$ cat src/rtl/sram_port_arbiter.sv
// -----------------------------------------------------------------------------
// sram_port_arbiter
//
// Purpose:
//   Shares one variable-latency memory port between the instruction-fetch
//   requester (inst_*) and the load/store requester (data_*). Only one
//   transaction is outstanding at a time. The port runs a three-state
//   handshake: IDLE -> ADDR (mem_req held until mem_addr_ok) -> DATA (wait for
//   mem_data_ok) -> IDLE. Completion is reported by a registered one-cycle ok
//   pulse, and read data is returned to the granted requester.
//
// Optional build macro:
//   ARB_ROUND_ROBIN_EN - on simultaneous requests, grant the requester that
//                        was not served last. Without it, data always wins
//                        over inst, and the last-served register is absent.
//
// Ports:
//   clk, rst                 clock; asynchronous active-low reset
//   inst_req/inst_addr       fetch request and address
//   inst_rdata/inst_ok       fetched word and completion pulse
//   inst_stallreq            fetch pending, not yet completed
//   data_req/data_wen        load/store request and byte strobes (0 = load)
//   data_addr/data_wdata     load/store address and store data
//   data_rdata/data_ok       load result and completion pulse
//   data_stallreq            load/store pending, not yet completed
//   mem_req/mem_wr           downstream request and write flag
//   mem_wstrb/mem_addr       latched strobes and address
//   mem_wdata                latched store data
//   mem_addr_ok              downstream accepted the request
//   mem_data_ok/mem_rdata    downstream completion and read data
// -----------------------------------------------------------------------------
module sram_port_arbiter #(
    parameter int ADDR_W = 32,
    parameter int DATA_W = 32
) (
    input  logic                  clk,
    input  logic                  rst,

    input  logic                  inst_req,
    input  logic [ADDR_W-1:0]     inst_addr,
    output logic [DATA_W-1:0]     inst_rdata,
    output logic                  inst_ok,
    output logic                  inst_stallreq,

    input  logic                  data_req,
    input  logic [DATA_W/8-1:0]   data_wen,
    input  logic [ADDR_W-1:0]     data_addr,
    input  logic [DATA_W-1:0]     data_wdata,
    output logic [DATA_W-1:0]     data_rdata,
    output logic                  data_ok,
    output logic                  data_stallreq,

    output logic                  mem_req,
    output logic                  mem_wr,
    output logic [DATA_W/8-1:0]   mem_wstrb,
    output logic [ADDR_W-1:0]     mem_addr,
    output logic [DATA_W-1:0]     mem_wdata,
    input  logic                  mem_addr_ok,
    input  logic                  mem_data_ok,
    input  logic [DATA_W-1:0]     mem_rdata
);

    localparam int STRB_W = DATA_W / 8;

    typedef enum logic [1:0] {
        S_IDLE = 2'd0,
        S_ADDR = 2'd1,
        S_DATA = 2'd2
    } state_e;

    state_e              state_q;
    logic                grant_data_q;   // 1 = data requester owns the port
    logic                mem_req_q;
    logic                mem_wr_q;
    logic [STRB_W-1:0]   mem_wstrb_q;
    logic [ADDR_W-1:0]   mem_addr_q;
    logic [DATA_W-1:0]   mem_wdata_q;
    logic [DATA_W-1:0]   inst_rdata_q;
    logic [DATA_W-1:0]   data_rdata_q;
    logic                inst_ok_q;
    logic                data_ok_q;
`ifdef ARB_ROUND_ROBIN_EN
    logic                last_data_q;    // 1 = data was served last
`endif

    // A requester whose ok is pulsing this cycle is still holding req from
    // the finished transaction; it only counts as new if still high next cycle.
    logic inst_eff;
    logic data_eff;
    logic grant_data_d;

    assign inst_eff = inst_req & ~inst_ok_q;
    assign data_eff = data_req & ~data_ok_q;

    always_comb begin
        grant_data_d = data_eff;
`ifdef ARB_ROUND_ROBIN_EN
        if (inst_eff && data_eff) begin
            grant_data_d = ~last_data_q;
        end
`endif
    end

    always_ff @(posedge clk or negedge rst) begin
        if (!rst) begin
            state_q      <= S_IDLE;
            grant_data_q <= 1'b1;
            mem_req_q    <= 1'b0;
            mem_wr_q     <= 1'b0;
            mem_wstrb_q  <= '0;
            mem_addr_q   <= '0;
            mem_wdata_q  <= '0;
            inst_rdata_q <= '0;
            data_rdata_q <= '0;
            inst_ok_q    <= 1'b0;
            data_ok_q    <= 1'b0;
`ifdef ARB_ROUND_ROBIN_EN
            last_data_q  <= 1'b0;
`endif
        end else begin
            // ok is a single-cycle pulse unless DATA completes below.
            inst_ok_q <= 1'b0;
            data_ok_q <= 1'b0;

            case (state_q)
                S_IDLE: begin
                    if (inst_eff || data_eff) begin
                        grant_data_q <= grant_data_d;
`ifdef ARB_ROUND_ROBIN_EN
                        last_data_q  <= grant_data_d;
`endif
                        mem_req_q    <= 1'b1;
                        if (grant_data_d) begin
                            mem_addr_q  <= data_addr;
                            mem_wdata_q <= data_wdata;
                            mem_wstrb_q <= data_wen;
                            mem_wr_q    <= |data_wen;
                        end else begin
                            mem_addr_q  <= inst_addr;
                            mem_wdata_q <= '0;
                            mem_wstrb_q <= '0;
                            mem_wr_q    <= 1'b0;
                        end
                        state_q <= S_ADDR;
                    end
                end

                S_ADDR: begin
                    if (mem_addr_ok) begin
                        mem_req_q <= 1'b0;
                        state_q   <= S_DATA;
                    end
                end

                S_DATA: begin
                    if (mem_data_ok) begin
                        if (grant_data_q) begin
                            data_ok_q <= 1'b1;
                            // Stores leave the previous load result in place.
                            if (!mem_wr_q) begin
                                data_rdata_q <= mem_rdata;
                            end
                        end else begin
                            inst_ok_q    <= 1'b1;
                            inst_rdata_q <= mem_rdata;
                        end
                        state_q <= S_IDLE;
                    end
                end

                default: begin
                    state_q <= S_IDLE;
                end
            endcase
        end
    end

    assign mem_req       = mem_req_q;
    assign mem_wr        = mem_wr_q;
    assign mem_wstrb     = mem_wstrb_q;
    assign mem_addr      = mem_addr_q;
    assign mem_wdata     = mem_wdata_q;
    assign inst_rdata    = inst_rdata_q;
    assign data_rdata    = data_rdata_q;
    assign inst_ok       = inst_ok_q;
    assign data_ok       = data_ok_q;

    assign inst_stallreq = inst_req & ~inst_ok_q;
    assign data_stallreq = data_req & ~data_ok_q;

endmodule

$ cat config.mk
export PLATFORM = sky130hd
export DESIGN_NAME = sram_port_arbiter
export DESIGN_NICKNAME = d
export VERILOG_FILES = /design/src/rtl/sram_port_arbiter.sv
export SDC_FILE = /design/constraint.sdc
export NUM_CORES = 1
export LEC_CHECK = 0
export ABC_CLOCK_PERIOD_IN_PS = 3550
export BUFFER_PORTS_ARGS = -buffer_cell sky130_fd_sc_hd__buf_2
export CAP_MARGIN = 25
export CORE_ASPECT_RATIO = 0.7
export CORE_MARGIN = 5
export CORE_UTILIZATION = 50
export CTS_CLUSTER_SIZE = 8
export DETAILED_ROUTE_END_ITERATION = 8
export PLACE_DENSITY = 0.86
export SETUP_SLACK_MARGIN = 0.3
export SLEW_MARGIN = 25
export SYNTH_ARGS = -nofsm -noshare
export SYNTH_HDL_FRONTEND = slang
export SYNTH_SLANG_ARGS = --single-unit
$ cat constraint.sdc
create_clock -name clk -period 3.55 [get_ports clk]
set_input_delay 0.355 -clock clk [delete_from_list [all_inputs] [get_ports clk]]
set_output_delay 0.355 -clock clk [all_outputs]
set_load 0.02 [all_outputs]
# Word level (Yosys, flattened, before mapping)
# Cells that the tools add are included.
# op_classes
n_addsub	0
mul	0
div	0
order_cmp	0
n_eq_ne	5
shift	0
n_mux	17
bitwise_logic	6
reduce_logical	9
# op_table
operator	count
$mux W32	2
$mux W1	9
$reduce_and A3 Y1	3
$mux W2	3
$ne A2 B2 Y1 const B	3
$pmux W2 S3	1
$mux W4	1
$not A1 Y1	4
$reduce_and A4 Y1	1
$reduce_or A4 Y1	1
$and A1 B1 Y1	2
$eq A2 B1 Y1 const B	1
$eq A2 B2 Y1 const B	1
$logic_not A2 Y1	1
$pmux W1 S2	1
$reduce_and A2 Y1	1
$reduce_bool A2 Y1	1
$logic_or A1 B1 Y1	1
# totals
register_bits	139
latchBits	0
ramBits	0
rom_bits	0
out_inout_bits	138
word_cells	48
memories	0

# Longest topological paths before layout
# logic_depth
word_depth	5
depth_mapped	6
ltp_nobuf	4

# Worst setup path after synthesis
# Ideal clock, no wire load.
# synth_timing
path_type	register to register
from	register data_ok_q, in the netlist data_ok
to	register mem_addr_q[1], in the netlist mem_addr[1]
setup_time_ns	0.125
arrival_time_ns	1.583
t_required_ns	3.425
setup_slack_ns	1.842
path_stages_with_launch	7
synth_period_minus_slack_ns	1.708
path_cell_list	dfrtp_1 nand2b_1 buf_2 inv_1 o21ai_4 buf_2 mux2_2
# synth_via
elab_chain_cells	4
word_cells_on_any_way	5
classes_between	mux: 1; bitwise: 2; reduce/logical: 2
# synth_lines
item	line_no	source
from (decl)	81	logic data_ok_q;
from (signal assigned)	116	data_ok_q <= 1'b0;
from (signal assigned)	123	data_ok_q <= 1'b0;
from (signal assigned)	158	data_ok_q <= 1'b1;
$not A1 Y1 (*)	n/a	
$and A1 B1 Y1 (*)	n/a	
via data_stallreq	51	output logic data_stallreq,
$logic_or A1 B1 Y1	127	if (inst_eff || data_eff) begin
$reduce_and A2 Y1 (no line)	n/a	
to (signal assigned)	134	mem_addr_q <= data_addr;
to (signal assigned)	139	mem_addr_q <= inst_addr;
to (decl)	76	logic [ADDR_W-1:0] mem_addr_q;
# The timed path passes the listed nets; every way through them passes the cells marked *.
# A chain may end at the register's enable or synchronous reset.

# Worst setup path after layout
# layout_timing
from	register grant_data_q
to	register data_rdata_q[31], in the netlist data_rdata[31]
# layout_via
elab_chain_cells	1
# layout_lines
item	line_no	source
from (decl)	72	logic grant_data_q;
from (signal assigned)	128	grant_data_q <= grant_data_d;
$reduce_and A4 Y1 (no line)	n/a	
to (signal assigned)	161	data_rdata_q <= mem_rdata;
to (decl)	79	logic [DATA_W-1:0] data_rdata_q;
# Every way passes these cells.

==> results by group <==
STA
  – Clk_skew: roughly 10 ps
  – Slew @ Worst Pin: between 900 and 1000 ps
  – F_max: 0.451 GHz
  – Slew HR: roughly two fifths
  – Final hold viol count: 0
  – Slew Limit Fails: 0
  – Crit path time final: between 2000 and 2500 ps
  – Final setup violation count: 0
  – RSZ-0062 raised after global routing: no
  – Final period utilization: between 60% and 70%
  – Fin Setup TNS: 0 ps

Final layout
  – Fill cells: 754
  – Most frequent cells in the layout: buf_2 (274), dfrtp_1 (138), mux2_2 (97)
  – Antenna diodes: 0
  – Multi-input gate area: 2020 µm²
  – Layout cells sized above 1: 70.2%
  – Most common cell after layout, fill and taps aside: buf_2
  – FF+latch area: between 3000 and 4000 µm²
  – Area growth from synthesis to layout: 37.6%
  – Fin util: between 70% and 80%
  – Nets: 762

Drt
  – Post-route antenna net violation count: 0
  – Wire length per cell: about 19 µm
  – Initial drt markers: between 100 and 150
  – Routed vias: 4032
  – First drt pass iteration count: 4
  – Total Wirelength: roughly 15000 µm
  – DRC viols: 0
  – DR vias/cell: 5.10

Global route
  – Total track usage: a little over a fifth
  – First-pass GRT wire length: 23100 µm
  – GR peak layer: met2
  – Total grt overflow: 0
  – Largest net degree at the start of global routing: between 100 and 150
  – Vias in the first global route: roughly 4400
  – Initial antenna violation count: 0
  – Met3 global-route usage: about 8%
  – GRT met1 Usage: between 20% and 30%
  – M2 GR Usage: a little under two fifths

Floorplanning
  – Std cell rows: 32
  – Die ar.: 13500 µm²
  – Area of the core: 11000 µm²
  – I/O pin count: 276
  – Die Ht: ~99 µm
  – Die width: 137 µm
  – Starting Density: between 50% and 60%

Yosys
  – Synthesis-stage register bit count: about 140
  – Count of cell types in the netlist: 23
  – Top_reg_cell synth: dfrtp_1
  – Net Count, Synth: 483
  – Syn Inst Count: about 350
  – Synth warnings: 0
  – Sequential share of the synthesized area: between 60% and 70%
  – Syn Std Cell Area: between 5000 and 6000 µm²
  – Synth Area per Inst: about 16 µm²
  – Post-synth EDFFs: 0
  – Fraction of registers with async set/reset: between 90% and 100%

Power
  – Switching Share: 37.9%
  – PwrDens: between 900 and 1000 nW/µm²
  – Part of the power in registers: between 30% and 40%
  – P_int: a little under 5000 µW
  – Combinational share of power: 40.8%
  – Worst IR Drop VDD: 530 µV
  – Leak: ~0.004 µW
  – Net switching power: roughly 2900 µW
  – Clock power share: between 20% and 30%

CTS
  – H-tree levels: 4
  – Hold_buf cts: 0
  – Post-CTS Setup Repair Bufs: 0
  – Clock Sinks: ~140
  – CTS root buf: clkbuf_16
  – Clk_lat worst skew: 410 ps
  – Clock buffer depth: 2
  – CTS resizes: 0
  – Worst-path clk slew: about 70 ps
  – CTS Buf Count: 17
  – TritonCTS clock tree: done

Critical path
  – Worst-path maximum fanout: 21
  – Reg-to-reg slack, setup: about 1300 ps
  – Critical path launch point type: register
  – WS Path Type: register to register
  – Worst Path Arrival: between 2000 and 3000 ps
  – Worst Setup EP: data_rdata[31]$_DFFE_PN0P_
  – CP Data Required Time: around 3800 ps
  – Critical R2R Launch: grant_data_q$_DFFE_PN1P_
  – R2R Path End: data_rdata[31]$_DFFE_PN0P_
  – Crit path from: grant_data_q$_DFFE_PN1P_
  – Worst Setup End Kind: register
  – R2R depth: 4

Worst hold path
  – Tightest Hold Check Type: input port to async pin

Run status
  – Status: completed

Flow run
  – Max cap viols: 0

Place
  – I/O Buffers: 275
  – Detailed placer's ending HPWL: roughly 11000 µm
  – Gpl congestion: 0.789
## cell families after synthesis
kind of cell,count (synthesis),share of synthesized area (%)
DFF,139,61.7
muxes,128,27.5
AOI/OAI and AO/OA,41,6.34
buffers and inverters,23,2.77
and+or+nand+nor,14,1.69
## Yosys cell counts (2+ instances only)
library cell / number / area (µm²)
dfrtp_1: 138 / 3450
mux2_2: 97 / 1090
a22o_1: 37 / 324
mux2_4: 30 / 450
buf_2: 11 / 55.1
buf_6: 6 / 67.6
buf_4: 3 / 22.5
nand2_1: 3 / 11.3
nand2b_1: 3 / 18.8
clkbuf_1: 2 / 7.51
nor2b_1: 2 / 12.5
o21ai_0: 2 / 10.0
## sequential cells by signal, indices dropped and copies added (netlist names), 2 cells and up
| signal | count |
|---|---|
| mem_wstrb | 4 |
| data_rdata | 32 |
| state_q | 2 |
| mem_wdata | 32 |
| inst_rdata | 32 |
| mem_addr | 32 |
## layout make-up
| class | count | share of cell area [%] |
|---|---|---|
| clock buffers | 19 | 5.83 |
| clock inverters | 13 | 2.26 |
| inverters | 1 | 0.0484 |
| multi-input cells | 183 | 26.0 |
| flip-flops and latches | 139 | 44.8 |
| well taps | 153 | 2.47 |
| repair buffers | 282 | 18.5 |
## worst min-delay path by stage
stage                         from                          to  slack (ps)  cells past startpoint
4_1_cts                        rst  data_rdata[25]$_DFFE_PN0P_         140                      1
6_report                       rst  data_rdata[25]$_DFFE_PN0P_          70                      1
3_3_place_gp   mem_req$_DFFE_PN0P_         mem_req$_DFFE_PN0P_         460                      2
2_1_floorplan                  rst           data_ok$_DFF_PN0_          60                      0
5_1_grt             data_wdata[11]   mem_wdata[11]$_DFFE_PN0P_         140                      2
3_5_place_dp   mem_req$_DFFE_PN0P_         mem_req$_DFFE_PN0P_         460                      2
## power groups by stage
stage | combinational, µW | clock, µW | sequential (µW)
final | 3150 | 1840 | 2740
after global routing | 3360 | 1950 | 2830
after CTS | 3200 | 1880 | 2740
after detailed placement | 3200 | 0 | 2740
after global placement | 3090 | 0 | 2700
after floorplan | 1210 | 0 | 3580
## metrics by stage
step	cells	hold WS, ps	cell area, µm²	total power, µW	setup WS, ps
after floorplan	345	59.4	5640	4790	1840
after global placement	758	459	7130	5800	1410
after detailed placement	758	462	7130	5940	1370
after CTS	790	139	7760	7820	1340
after global routing	790	142	7760	8140	1210
final	790	72.9	7760	7730	1330
## worst max-delay path, cell delays in order, from the launching register on
cell and delay [ps]:
dfstp_2 570, and4b_1 230, nor2b_4 460, buf_4 460
mux2_2 380
## metal layers
metal / up-vias / share of wire [%]
met5: - / 0
met4: 0 / 1.7
met3: 20 / 9.0
met2: 189 / 52
met1: 1999 / 38
li1: 1824 / -
No activity file was read; power rests on OpenSTA's default activity.
